==> config.mk <==
export PLATFORM = sky130hd
export DESIGN_NAME = pc_unit
export DESIGN_NICKNAME = d
export VERILOG_FILES = /design/src/rtl/pc_unit.sv
export SDC_FILE = /design/constraint.sdc
export NUM_CORES = 1
export LEC_CHECK = 0
export ABC_AREA = 1
export BUFFER_PORTS_ARGS = -buffer_cell sky130_fd_sc_hd__buf_4
export CORE_MARGIN = 2
export CORE_UTILIZATION = 53
export CTS_BUF_LIST = sky130_fd_sc_hd__clkbuf_4 sky130_fd_sc_hd__clkbuf_8 sky130_fd_sc_hd__clkbuf_16
export DETAILED_ROUTE_END_ITERATION = 10
export PLACE_DENSITY = 0.85
export SYNTH_ARGS = -nofsm -noshare
export SYNTH_HDL_FRONTEND = slang
export SYNTH_SLANG_ARGS = --single-unit
==> constraint.sdc <==
create_clock -name clk -period 3.4 [get_ports clk]
set_clock_uncertainty 0.15 [all_clocks]
set_input_delay 0.17 -clock clk [delete_from_list [all_inputs] [get_ports clk]]
set_output_delay 0.17 -clock clk [all_outputs]
set_load 0.02 [all_outputs]
==> src/rtl/pc_unit.sv <==
// pc_unit: program-counter unit for the RV32I fetch stage.
//   Holds the fetch PC and the PC of the previously fetched instruction,
//   resolves branch/jal/jalr redirects, freezes on data-side stall or
//   instruction-memory back-pressure, and detects misaligned targets.
//
// Optional feature macro: PC_TRAP_EN
//   Adds trap/mret redirects. A misaligned target then vectors to trap_vec_i
//   instead of halting.
//
// Ports:
//   clk                 clock, all state on rising edge
//   rst                 synchronous active-low reset
//   stall               data-side stall, freezes pc_o and pc_prev_o
//   imem_ready          instruction memory accepted pc_o
//   br_taken/br_target  taken branch and its target
//   jal/jal_target      jal redirect and its target
//   jalr/jalr_target    jalr redirect and its target (bit 0 cleared)
//   trap_i/trap_vec_i   trap redirect and vector      (PC_TRAP_EN only)
//   mret_i/mepc_i       mret redirect and return PC   (PC_TRAP_EN only)
//   pc_o                current fetch PC
//   pc_prev_o           PC of the previously fetched instruction
//   pc_valid_o          pc_o is a legal fetch address
//   redirect_o          one-cycle pulse after a non-sequential PC change
//   misalign_o          misaligned target detected
//   misalign_addr_o     offending target
//
// FSM states:
//   state  | meaning
//   S_BOOT | first cycle after reset, PC held, pc_valid_o rises on exit
//   S_RUN  | normal fetch: redirect, hold or sequential advance
//   S_HALT | misaligned target taken, everything frozen until reset

module pc_unit #(
  parameter int unsigned     XLEN         = 32,
  parameter logic [XLEN-1:0] RESET_VECTOR = '0,
  parameter int unsigned     STEP         = 4,
  parameter int unsigned     C_EXT        = 0
) (
  input  logic            clk,
  input  logic            rst,
  input  logic            stall,
  input  logic            imem_ready,
  input  logic            br_taken,
  input  logic [XLEN-1:0] br_target,
  input  logic            jal,
  input  logic [XLEN-1:0] jal_target,
  input  logic            jalr,
  input  logic [XLEN-1:0] jalr_target,
`ifdef PC_TRAP_EN
  input  logic            trap_i,
  input  logic [XLEN-1:0] trap_vec_i,
  input  logic            mret_i,
  input  logic [XLEN-1:0] mepc_i,
`endif
  output logic [XLEN-1:0] pc_o,
  output logic [XLEN-1:0] pc_prev_o,
  output logic            pc_valid_o,
  output logic            redirect_o,
  output logic            misalign_o,
  output logic [XLEN-1:0] misalign_addr_o
);

  typedef enum logic [1:0] {S_BOOT, S_RUN, S_HALT} state_t;

  state_t          r_state, w_state_nxt;
  logic [XLEN-1:0] r_pc, r_prev, r_maddr;
  logic            r_valid, r_redir, r_mis;
  logic [XLEN-1:0] w_pc_nxt, w_prev_nxt, w_maddr_nxt;
  logic            w_valid_nxt, w_redir_nxt, w_mis_nxt;

  logic            w_req;
  logic [XLEN-1:0] w_tgt;
  logic [XLEN-1:0] w_jalr_tgt;
  logic            w_misalign;

  assign w_jalr_tgt = jalr_target & ~XLEN'(1);

`ifdef PC_TRAP_EN
  logic [XLEN-1:0] w_trap_vec, w_mepc;
  assign w_trap_vec = trap_vec_i & ~XLEN'(3);
  assign w_mepc     = mepc_i & ~XLEN'(3);
`endif

  // Requests are applied lowest priority first so the highest-priority
  // asserted request is the one left in w_tgt; the others are dropped.
  always_comb begin
    w_req = 1'b0;
    w_tgt = '0;
    if (jalr) begin
      w_req = 1'b1;
      w_tgt = w_jalr_tgt;
    end
    if (jal) begin
      w_req = 1'b1;
      w_tgt = jal_target;
    end
    if (br_taken) begin
      w_req = 1'b1;
      w_tgt = br_target;
    end
`ifdef PC_TRAP_EN
    if (mret_i) begin
      w_req = 1'b1;
      w_tgt = w_mepc;
    end
    if (trap_i) begin
      w_req = 1'b1;
      w_tgt = w_trap_vec;
    end
`endif
  end

  assign w_misalign = (C_EXT != 0) ? w_tgt[0] : (w_tgt[1:0] != 2'b00);

  always_comb begin
    w_state_nxt = r_state;
    w_pc_nxt    = r_pc;
    w_prev_nxt  = r_prev;
    w_valid_nxt = r_valid;
    w_redir_nxt = 1'b0;
    w_mis_nxt   = r_mis;
    w_maddr_nxt = r_maddr;
    unique case (r_state)
      S_BOOT: begin
        w_valid_nxt = 1'b1;
        w_state_nxt = S_RUN;
      end
      S_RUN: begin
        // In the trap build misalign_o is a single-cycle pulse.
        w_mis_nxt = 1'b0;
        if (w_req && !w_misalign) begin
          w_pc_nxt    = w_tgt;
          w_prev_nxt  = r_pc;
          w_redir_nxt = 1'b1;
        end else if (w_req) begin
          w_mis_nxt   = 1'b1;
          w_maddr_nxt = w_tgt;
`ifdef PC_TRAP_EN
          w_pc_nxt    = w_trap_vec;
          w_prev_nxt  = r_pc;
          w_redir_nxt = 1'b1;
`else
          w_valid_nxt = 1'b0;
          w_state_nxt = S_HALT;
`endif
        end else if (!stall && imem_ready) begin
          w_pc_nxt   = r_pc + XLEN'(STEP);
          w_prev_nxt = r_pc;
        end
      end
      S_HALT: begin
      end
      default: w_state_nxt = S_BOOT;
    endcase
  end

  always_ff @(posedge clk) begin
    if (!rst) begin
      r_state <= S_BOOT;
      r_pc    <= RESET_VECTOR;
      r_prev  <= RESET_VECTOR;
      r_valid <= 1'b0;
      r_redir <= 1'b0;
      r_mis   <= 1'b0;
      r_maddr <= '0;
    end else begin
      r_state <= w_state_nxt;
      r_pc    <= w_pc_nxt;
      r_prev  <= w_prev_nxt;
      r_valid <= w_valid_nxt;
      r_redir <= w_redir_nxt;
      r_mis   <= w_mis_nxt;
      r_maddr <= w_maddr_nxt;
    end
  end

  assign pc_o            = r_pc;
  assign pc_prev_o       = r_prev;
  assign pc_valid_o      = r_valid;
  assign redirect_o      = r_redir;
  assign misalign_o      = r_mis;
  assign misalign_addr_o = r_maddr;

endmodule

==> run summary <==
* misalign_addr_o[10] — Hold EP
* 0 — number of hold violations in the final report
* 14.8 µm — routed length per placed instance
* 3.17 nW — Static Leakage
* sky130_fd_sc_hd__nand2_1 — most frequent cell on the critical path
* reg -> reg — start-to-end type of the worst setup path
* br_target[10] — start point of the worst min-delay path
* 5,596 — vias in the first global route
* flip-flop — Startpoint Class
* 16.5 mm — Routed Wire Length
* 2 — maximum clock path buffer count
* 0 — Gates resized, CTS repair
* pc_o[4] — startpoint of the worst setup timing path
* 0 — grt ovf
* 0.426 GHz — Max Fclk
* 2.42 ns — crit path DAT
* 2.13% — xor and xnor fraction of the mapped netlist area
* 11 — maximum fanout along the worst path
* 917 — syn nets
* 101 — register bit count reported by yosys
* 54.6% — starting density of the core
* 0 ns — total negative slack
* 3 — htree depth
* 30.5% — combined global-route utilization of all metal layers
* 0 — number of synthesis warnings
* 0.234% — synthesized-area fraction occupied by adder cells
* 5,945 — count of vias placed by the detailed router
* 0 — count of max-cap constraint violations
* 9770 µm² — core box area
* 0 — number of inserted diodes
* nand3_1 -> inv_1 -> nand2_1 -> nor2_1 -> nand3_1 -> nand2_1 -> nand2_1 -> nand2_1 -> a21oi_1 — Critical Path, Cell by Cell
* 0 — count of pins over their slew limit
* 2.35 ns — Min Clock Period, post-route
* 0.231 mV — Peak VDD IR
* 0.10 ns — CTS clock-pin slew for the worst setup and hold paths
* 3.47 ns — Req. time, crit path
* 5340 µm² — area of the mapped netlist
* 27.2 mm — global-route wire length before repair
* sky130_fd_sc_hd__dfxtp_1 — cell type contributing the most total cell area after synthesis
* false — RSZ-0062 raised after global routing
* 889 — Filler Cell Count
* 0.949 — routability congestion estimate
* 813 — Cells after Synth
* 20.3% — Compound-Gate Fraction of Synth Area
* simple AND/OR/NAND/NOR gates — largest family of logic cells by synthesized area
* 0 — Antenna Violating Nets Remaining
* 9 — worst-case reg-to-reg path depth
* flip-flop — endpoint class of the critical path
* finished, final reports clean — result of the run
* built — CTS tree
* 0.38 ns — later-pin clock latency in the skew report
* 0 — initial antenna violation count
* 10,900 µm² — Die Footprint
* pc_o[23] — Critical R2R Capture
* sky130_fd_sc_hd__dfxtp_1 (38%), sky130_fd_sc_hd__nand2_1 (15%), sky130_fd_sc_hd__a21oi_1 (9.3%) — cell types with the largest area share after synthesis
* 0.809 ns — transition time at the pin with the least slew margin
* 0% — post-synthesis mux area share
* 45.8% — relative max-transition margin
* 12.0 mm — final HPWL from detailed placement
* simple AND/OR/NAND/NOR gates — Crit path max-delay family
* 37.9% — fraction of synthesized cell area taken by the top area cell type
* 6760 µm² — Area after DPL
* 9 — TritonCTS buffer count
* 7 — DRT Pass-1 Iters
* 37.9% — sequential-to-total area share from yosys stat
* 2860 µm² — area of the multi-input gates
* 101 — clk sink count
* 3 — Hold Path Cell Cnt
* 0.00287 W — total chip power
* 412 nW/µm² — pwr/cell area
* 24.7% — fraction of layout instances using a drive strength above 1
* 1 — number of buffer and inverter stages on the critical path
* sky130_fd_sc_hd__nor2_1 — crit path max-delay cell type
* 6.57 µm² — post-synthesis average cell area
* 30.5% — Area Growth Syn to Fin
* 33 — unique cell type count in the Yosys netlist
* 69.1% — post-route clock period utilization
* 0 — Post-CTS Setup Inserts
* sky130_fd_sc_hd__clkbuf_8 — Clk Tree Root Cell
* 5.33 — Vias per Instance
* 2020 µm² — FF+latch area
* pc_o[4] — worst reg2reg path startpoint
* 36 — row count
* 1,082 — total number of nets in the final design
* 0.66 ns — Critical Path Max Stage Delay
* 200 — count of buffers inserted at the top-level ports
* 354 — number of DRC markers in iteration 0
* 1.05 ns — Reg2Reg Setup Slack
* 104 µm — die boundary width
* 6970 µm² — Post-Layout Inst Area
* 1 — Post-CTS Hold Fix Bufs
* 93 — maximum number of pins on one net before global-route repair
* 104 µm — height of the chip
* 0 — DRC violations left
* 202 — count of boundary I/O pins
* 30.9% — simple-gate share of the synthesized area
* 0 — final setup vio count
* in -> reg — worst min-delay path category
-- worst min-delay path: stages --
cell	delay (ns)
sky130_fd_sc_hd__buf_4	0.07
sky130_fd_sc_hd__o21ai_0	0.11
sky130_fd_sc_hd__a21oi_1	0.15
-- metrics by stage --
step / util [%] / worst slack, ns / std cells / hold WS [ns]
CTS: 71.3 / 1.10 / 1115 / 0.00594
global placement: 69.2 / 0.901 / 1099 / 0.304
floorplan: - / 1.61 / 813 / 0.247
detailed placement: 69.2 / 0.854 / 1099 / 0.310
finish: 71.3 / 1.05 / 1115 / 0.0210
global route: 71.3 / 0.807 / 1115 / 0.0431
-- cells in the mapped netlist (all sizes together) --
cell type / instances
o21ai: 107
buf: 32
nor3b: 1
nor2: 113
nand4: 9
dfxtp: 101
nor3: 1
xnor2: 8
or2: 8
clkbuf: 18
xor2: 5
a22oi: 4
a211oi: 1
ha: 1
nand3b: 3
nand3: 43
and2: 1
inv: 45
a21oi: 99
nand2: 213
-- cell usage in the layout (no fill, tap or decap), types with 4 or more instances in the layout --
master,instances
sky130_fd_sc_hd__a21oi_1,99
sky130_fd_sc_hd__a22oi_1,4
sky130_fd_sc_hd__buf_4,202
sky130_fd_sc_hd__clkbuf_8,9
sky130_fd_sc_hd__dfxtp_1,101
sky130_fd_sc_hd__inv_1,38
sky130_fd_sc_hd__inv_2,4
sky130_fd_sc_hd__nand2_1,210
sky130_fd_sc_hd__nand3_1,40
sky130_fd_sc_hd__nand4_1,9
sky130_fd_sc_hd__nor2_1,110
sky130_fd_sc_hd__o21ai_0,94
sky130_fd_sc_hd__o21ai_1,12
sky130_fd_sc_hd__or2_2,7
sky130_fd_sc_hd__xnor2_1,8
sky130_fd_sc_hd__xor2_1,5
-- worst max path at each step --
stage          cells past startpoint  slack (ns)                 end
2_1_floorplan                      7        1.61            pc_o[16]
3_3_place_gp                       9        0.90  misalign_addr_o[8]
3_5_place_dp                       9        0.85  misalign_addr_o[9]
4_1_cts                            9        1.10            pc_o[21]
5_1_grt                            9        0.81            pc_o[23]
6_report                           9        1.05            pc_o[23]
-- cell families after synthesis --
kind of cell | after synthesis
simple gates | 392
compound gates | 211
flops | 101
buf+inv | 95
xor+xnor | 13
fa+ha+maj | 1
-- registers in the layout, indices dropped and copies added, names as in the netlist --
signal and cells:
r_state 2, pc_valid_o 1, misalign_addr_o 32, misalign_o 1
pc_o 32, pc_prev_o 32, redirect_o 1
-- metal layers --
| metal | track usage (%) | wire length [µm] | vias to the layer above |
|---|---|---|---|
| li1 | - | - | 2978 |
| met1 | 39.2 | 6880 | 2649 |
| met2 | 48.3 | 7550 | 271 |
| met3 | 7.96 | 1400 | 47 |
| met4 | 13.2 | 628 | 0 |
| met5 | 0 | 0 | - |
-- power by group --
| part | leakage [nW] | internal, W | total [W] | switching (W) |
|---|---|---|---|---|
| Sequential | 0.824 | 0.00128 | 0.00135 | 0.0000742 |
| Clock | 0.0980 | 0.000346 | 0.000777 | 0.000432 |
| Combinational | 2.24 | 0.000301 | 0.000736 | 0.000435 |
-- layout make-up --
| type | count | share of cell area (%) |
|---|---|---|
| clock buffer | 9 | 1.78 |
| clock inverter | 6 | 1.02 |
| sequential | 101 | 29.0 |
| inverter | 45 | 2.53 |
| timing repair buffer | 204 | 22.2 |
| multi-input combinational | 617 | 41.1 |
| tap | 133 | 2.39 |
(Power assumes the default switching activity.)
